===== src/rtl/input_debouncer.sv =====
// input_debouncer: synchronises a raw asynchronous level input into clk.
// It accepts a new level only after that level has been seen for
// DEBOUNCE_CYCLES consecutive cycles. It then emits a clean level plus
// single-cycle rise/fall strobes.
// Optional feature macro: DEBOUNCE_GLITCH_CNT_EN. When defined, the block
// keeps a saturating 8-bit count of rejected glitches on glitch_cnt_o.
// When it is not defined, glitch_cnt_o is tied to zero.
module input_debouncer #(
  parameter int SYNC_STAGES     = 2,
  parameter int DEBOUNCE_CYCLES = 4
) (
  input  logic       clk,
  input  logic       reset,
  input  logic       raw_i,
  output logic       q_o,
  output logic       rise_o,
  output logic       fall_o,
  output logic       busy_o,
  output logic [7:0] glitch_cnt_o
);

  localparam int CNT_W = $clog2(DEBOUNCE_CYCLES + 1);
  localparam logic [CNT_W-1:0] CNT_ONE  = CNT_W'(1);
  localparam logic [CNT_W-1:0] CNT_LAST = CNT_W'(DEBOUNCE_CYCLES - 1);

  typedef enum logic {
    STABLE = 1'b0,
    COUNT  = 1'b1
  } state_t;

  logic [SYNC_STAGES-1:0] r_sync;
  logic                   w_sync;
  state_t                 r_state;
  state_t                 w_stateNext;
  logic [CNT_W-1:0]       r_cnt;
  logic [CNT_W-1:0]       w_cntNext;
  logic                   w_accept;
  logic                   r_q;
  logic                   r_rise;
  logic                   r_fall;

  assign w_sync = r_sync[SYNC_STAGES-1];

  // Plain flop chain that brings raw_i into the clk domain.
  always_ff @(posedge clk or posedge reset) begin
    if (reset) begin
      r_sync <= '0;
    end else begin
      r_sync <= {r_sync[SYNC_STAGES-2:0], raw_i};
    end
  end

  // State and candidate-length counter registers.
  always_ff @(posedge clk or posedge reset) begin
    if (reset) begin
      r_state <= STABLE;
      r_cnt   <= '0;
    end else begin
      r_state <= w_stateNext;
      r_cnt   <= w_cntNext;
    end
  end

  // Next state: count how long the synchronised level has differed from q.
  always_comb begin
    w_stateNext = r_state;
    w_cntNext   = r_cnt;
    w_accept    = 1'b0;
    case (r_state)
      STABLE: begin
        w_cntNext = '0;
        if (w_sync != r_q) begin
          if (DEBOUNCE_CYCLES == 1) begin
            w_accept = 1'b1;
          end else begin
            w_stateNext = COUNT;
            w_cntNext   = CNT_ONE;
          end
        end
      end
      COUNT: begin
        if (w_sync == r_q) begin
          w_stateNext = STABLE;
          w_cntNext   = '0;
        end else if (r_cnt == CNT_LAST) begin
          w_accept    = 1'b1;
          w_stateNext = STABLE;
          w_cntNext   = '0;
        end else begin
          w_cntNext = r_cnt + CNT_ONE;
        end
      end
      default: begin
        w_stateNext = STABLE;
        w_cntNext   = '0;
      end
    endcase
  end

  // Registered level and one-cycle strobes, updated on acceptance.
  always_ff @(posedge clk or posedge reset) begin
    if (reset) begin
      r_q    <= 1'b0;
      r_rise <= 1'b0;
      r_fall <= 1'b0;
    end else begin
      r_rise <= w_accept & w_sync;
      r_fall <= w_accept & ~w_sync;
      if (w_accept) begin
        r_q <= w_sync;
      end
    end
  end

  assign q_o    = r_q;
  assign rise_o = r_rise;
  assign fall_o = r_fall;
  assign busy_o = (r_state == COUNT);

`ifdef DEBOUNCE_GLITCH_CNT_EN
  logic       w_reject;
  logic [7:0] r_glitchCnt;

  assign w_reject = (r_state == COUNT) && (w_sync == r_q);

  // Saturating count of candidates that collapsed before acceptance.
  always_ff @(posedge clk or posedge reset) begin
    if (reset) begin
      r_glitchCnt <= 8'd0;
    end else if (w_reject && (r_glitchCnt != 8'hFF)) begin
      r_glitchCnt <= r_glitchCnt + 8'd1;
    end
  end

  assign glitch_cnt_o = r_glitchCnt;
`else
  assign glitch_cnt_o = 8'd0;
`endif

endmodule


===== config.mk =====
export PLATFORM = sky130hd
export DESIGN_NAME = input_debouncer
export DESIGN_NICKNAME = d
export VERILOG_FILES = /design/src/rtl/input_debouncer.sv
export SDC_FILE = /design/constraint.sdc
export NUM_CORES = 1
export LEC_CHECK = 0
export BUFFER_PORTS_ARGS = -buffer_cell sky130_fd_sc_hd__buf_2
export CAP_MARGIN = 10
export CORE_AREA = 4 4 41 43
export CTS_CLUSTER_SIZE = 30
export DETAILED_ROUTE_END_ITERATION = 10
export DIE_AREA = 0 0 45 47
export GPL_TIMING_DRIVEN = 0
export PLACE_DENSITY = 0.5
export SLEW_MARGIN = 30
export SYNTH_ARGS = -nofsm -noshare
export SYNTH_HDL_FRONTEND = slang
export SYNTH_SLANG_ARGS = --single-unit

===== constraint.sdc =====
create_clock -name clk -period 1.39 [get_ports clk]
set_input_delay 0.278 -clock clk [delete_from_list [all_inputs] [get_ports clk]]
set_output_delay 0.278 -clock clk [all_outputs]
set_load 0.05 [all_outputs]

==> run summary, run 1 <==
Worst EP arrival = 1.38 ns
Clock sink count = 9
Most frequent cell after synthesis = dfrtp_1
Worst Clk Skew = 0.003269 ns
Worst-path clk slew = 0.06 ns
Final HPWL DP = 479.8 um
Leak = 0.0002863 uW
Register area share after synthesis = 0.5607
Cell area after layout = 513.0 um^2
FF+latch count, synth = 9
Cell Rows = 13
Fin crit period = 1.243 ns
Pin count of the biggest net entering global routing = 10
PwrDens = 1793 nW/um^2
Synth area leaders = dfrtp_1 56%, buf_4 15%, and2_2 3.7%
Area of the mapped netlist = 401.6 um^2
CP endpoint kind = flip-flop
Routed WL = 599 um
Layout area overhead = 27.73%
Worst hold slack = 0.1254 ns
Die Area = 2115 um^2
Hold Path Class = in -> reg
Antenna violations before repair = 0
Via count = 235
Synth Instances = 31
Ant diodes = 0
Total congestion overflow = 0
Yosys top cell by area = dfrtp_1
GRT Util Overall = 0.06400
CP cell instances = ha_1 -> nor2b_4 -> nand2_2 -> mux2_4
Count of final hold-check violations = 0
Setup violations, final = 0
Avg Cell Area, Syn = 12.96 um^2
Antenna-violating nets left = 0
Starting Density = 0.3087
Top FF cell, synth = dfrtp_1
Maximum buffer depth of the clock tree = 2
Number of buffers created by CTS = 3
Synth warnings = 0
Top cells by count, synth = 9 x dfrtp_1, 8 x buf_4, 2 x and2_2, 2 x nor3b_1
Vias in the first global route = 205
Yosys top cell area share = 0.5607
Hold Buf Count CTS = 1
Root Driver = clkbuf_4
Placement Setup Slack = 0.1609 ns
TritonCTS clock tree = done
Post-CTS setup buffer count = 0
Setup TNS = 0 ns
Maximum capacitance violations = 0
TritonRoute pass-1 iters = 3
Port Buffer Count = 6
Core Box Area = 1301 um^2
First-pass GRT wire length = 883 um
Ports = 15
Drt wl/cell = 9.359 um
Layout cell share with drive strength beyond 1 = 0.4694
CP startpoint kind = flip-flop
# H-tree levels = 1
Resize count post-CTS = 0
Delay-heaviest family, CP = flip-flops
Crit path buffers/inverters = 0
Reg-to-reg slack, setup = 0.15 ns
Placed instance area = 476.7 um^2
# DRC = 0
Setup ws final = 0.1467 ns
Vias per Instance = 3.672
Worst skew pair latency = 0.25 ns
Post-synth EDFFs = 0
Crit path kind = reg -> reg
Status = complete, no violations
Final worst path period share = 0.8945
RSZ-0062 raised after global routing = false
Max rail drop VDD = 0.0007032 V
FFs w/ async S/R, synth = 1.000
Layout Nets = 54
Die X-Extent = 45 um
CP max-delay cell = dfrtp_1
Die height = 47 um
DRT iter0 DRCs = 4
Crit-path max FO = 4
GPL Wtd Cong = 0.6958
Post-synth cell types = 14
Fmax achieved = 804.3 MHz
Final Max Slew Viols = 0
Core Util, Final = 0.3942
CP required = 1.53 ns
Max incr delay on CP = 0.38 ns
## layout make-up
type | count | area, um^2
Buffer | 8 | 60.06
Clock buffer | 4 | 26.28
Fill cell | 129 | 788.3
Inverter | 1 | 3.754
Multi-Input combinational cell | 20 | 138.9
Sequential cell | 9 | 225.2
Tap cell | 15 | 18.77
Timing Repair Buffer | 7 | 40.04
## power breakdown
part	switching (uW)	total, uW	internal [uW]
Combinational	226	352	126
Sequential	49.5	372	323
Clock	85.5	196	110
## final timing paths
check | depth (start not counted) | end | start
setup reg to reg | 4 | q_o | r_cnt[0]
setup / recovery | 4 | q_o | r_cnt[0]
hold reg to reg | 0 | r_sync[1] | r_sync[0]
hold / removal | 1 | r_sync[0] | raw_i
min in group asynchronous | 3 | r_sync[1] | reset
max in group asynchronous | 3 | r_cnt[0] | reset
## kinds of logic after synthesis
logic type               synth area share
flip-flops                         0.5608
buffers and inverters              0.1589
AND/OR/NAND/NOR                    0.1682
adder cells (fa/ha/maj)           0.03115
other                            0.009337
AO/OA/AOI/OAI                     0.01245
XOR/XNOR                          0.02181
multiplexers                      0.03737
## metal layers
metal | wire [um] | GRT usage | part of all wire | vias up
met5 | 0 | 0 | 0 | -
met4 | 0 | 0.07018 | 0 | 0
met2 | 280 | 0.08757 | 0.47 | 12
li1 | - | - | - | 119
met1 | 257 | 0.07311 | 0.43 | 104
met3 | 60 | 0.02299 | 0.10 | 0
## placed cells by master (no fill, tap or decap)
cell type and instances:
mux2_4 1, nor3b_1 2, buf_4 8, dlygate4sd3_1 1
clkbuf_1 1, xor2_1 1, nand2_2 1, and4b_1 1
buf_2 6, nor2b_4 1, inv_1 1, o21ai_0 1
dfrtp_1 9, and3_2 1, conb_1 8, clkbuf_4 3
and2_2 2, ha_1 1
## state kept, by name (all words and copies together), names as in the netlist
signal	flops
r_cnt	3
q_o	1
fall_o	1
busy_o	1
r_sync	2
rise_o	1
## metrics by stage
step                      power [uW]  instances
after floorplan                656.1         38
after global placement         712.6         59
after detailed placement       725.2         59
after CTS                      922.7         64
after global routing           963.8         64
final                          919.8         64
## worst register-to-register path, cell delays in order, from the launching register on
cell and delay [ns]:
dfrtp_1 0.38, ha_1 0.21, nor2b_4 0.13, nand2_2 0.10
mux2_4 0.31
Note: power is estimated with default switching activity, not from simulation.
==> inputs of run 2 (changes only) <==
Settings changed: CORE_AREA 4 4 41 43 to 2 2 39 41, DIE_AREA 0 0 45 47 to 0 0 41 43, PLACE_DENSITY 0.5 to 0.52.
Clock period 1.39 ns to 1 ns, I/O delays scaled along.
==> run summary, run 2 (synthesis results as in run 1) <==
Status = finished, violations left
Failing checks = setup timing
Top reg by flops = r_cnt
CP startpoint kind = flip-flop
Crit-path max FO = 3
Worst-path clk slew = 0.07 ns
Ports = 15
Post-Layout Cell Count = 69
Die Area = 1763 um^2
Hold Path Class = in -> reg
# DRC = 0
DRT iter0 DRCs = 4
TritonCTS clock tree = done
Starting Density = 0.2902
Die X-Extent = 41 um
Leak = 0.0003245 uW
Fin crit period = 1.167 ns
Root Driver = clkbuf_4
Hold depth = 1
R2R Path End = q_o
# H-tree levels = 1
Layout cell share with drive strength beyond 1 = 0.6415
Crit path kind = reg -> reg
Final Max Slew Viols = 0
CP required = 1.15 ns
Most common cell after layout, fill and taps aside = buf_4
Worst skew pair latency = 0.26 ns
R2r startpoint = r_cnt[0]
Layout Nets = 58
Number of buffers created by CTS = 3
Vias in the first global route = 253
First-pass GRT wire length = 1076 um
Placed cells = 60
RSZ-0062 raised after global routing = true
Total congestion overflow = 0
Hold EP = r_sync[0]
PwrDens = 2440 nW/um^2
Commonest cells after routing, fill and taps aside = 11 x buf_4, 8 x conb_1, 7 x dfrtp_1, 5 x buf_6, 3 x clkbuf_4
Setup violations, final = 7
Routed WL = 670 um
Placement Setup Slack = -0.1920 ns
Clock sink count = 9
Max FFs per register = 3
GRT Util Overall = 0.09949
Maximum capacitance violations = 0
Antenna violations before repair = 0
Core Box Area = 1384 um^2
Max rail drop VDD = 0.0007536 V
Pin count of the biggest net entering global routing = 10
TritonRoute pass-1 iters = 3
HP Start = raw_i
GPL Wtd Cong = 0.6186
Port Buffer Count = 6
CP startpoint = r_cnt[0]
Drt wl/cell = 9.710 um
Ant diodes = 0
Count of final hold-check violations = 0
Final worst path period share = 1.167
CP endpoint kind = flip-flop
Final HPWL DP = 421 um
Fmax achieved = 856.6 MHz
Maximum buffer depth of the clock tree = 2
Antenna-violating nets left = 0
Cell Rows = 14
Worst Clk Skew = 0.006098 ns
Fill count = 146
Reg-to-reg slack, setup = -0.17 ns
Setup ws final = -0.1674 ns
Vias per Instance = 3.797
Worst EP arrival = 1.31 ns
Largest regs = r_cnt x3, r_sync x2
Layout area overhead = 50.47%
Reg2Reg Depth = 4
Via count = 262
Die height = 43 um
## run 2: cell count changes in the layout (fill, tap and decap cells not counted), sizes merged
cell / delta
clkbuf: -1
clkinv: +1
buf: +4
## run 2: report_power, final
| part | internal (uW) | total [uW] | leakage [uW] | switching (uW) |
|---|---|---|---|---|
| Clock | 147 | 275 | 0.0000177 | 128 |
| Sequential | 456 | 547 | 0.000113 | 91.1 |
| Combinational | 311 | 652 | 0.000194 | 342 |
## run 2: critical path, stage by stage (launching register included)
cell and delay [ns]:
dfrtp_1 0.38, ha_2 0.18, nor2b_4 0.13, nand2_4 0.07
mux2_4 0.29
## run 2: cell type report
type                    count  area, um^2  share of cell area
well taps                  16       20.02             0.03313
clock inverters             1       5.005            0.008282
multi-input cells          20       166.4              0.2754
flip-flops and latches      9       227.7              0.3768
plain buffers               8       60.06             0.09938
repair buffers             11       98.84              0.1636
clock buffers               3       22.52             0.03727
inverters                   1       3.754            0.006211
## run 2: worst max path at each step
stage          end  slack, ns  cells past startpoint
6_report       q_o      -0.17                      4
5_1_grt        q_o      -0.21                      4
4_1_cts        q_o      -0.17                      4
3_5_place_dp   q_o      -0.19                      4
3_3_place_gp   q_o      -0.19                      4
2_1_floorplan  q_o      -0.14                      4
## run 2: stage by stage
step	total power, uW	util	setup TNS (ns)	cell area (um^2)	hold slack [ns]
finish	1475	0.4367	-0.8115	604.3	0.04176
global route	1551	0.4367	-1.182	604.3	0.02776
CTS	1400	0.4195	-0.7770	580.6	0.03284
detailed placement	1027	0.3499	-0.2822	484.2	0.1747
global placement	1023	0.3499	-0.2716	484.2	0.1734
floorplan	940.0	-	-0.2395	434.2	0.02778
## run 2: timing repair
action,CTS,global route
hold buffers,1,0
endpoints found under the hold margin,9,0
setup buffers,3,1
pin swaps,1,2
setup endpoints to repair,10,11
gates resized for setup,9,7
## run 2: layer usage
metal  track usage  routed length [um]  share of wire
met1        0.1033                 234           0.35
met2        0.1531                 401           0.60
met3       0.03141                  34          0.051
met4       0.08000                   0              0
met5             0                   0              0
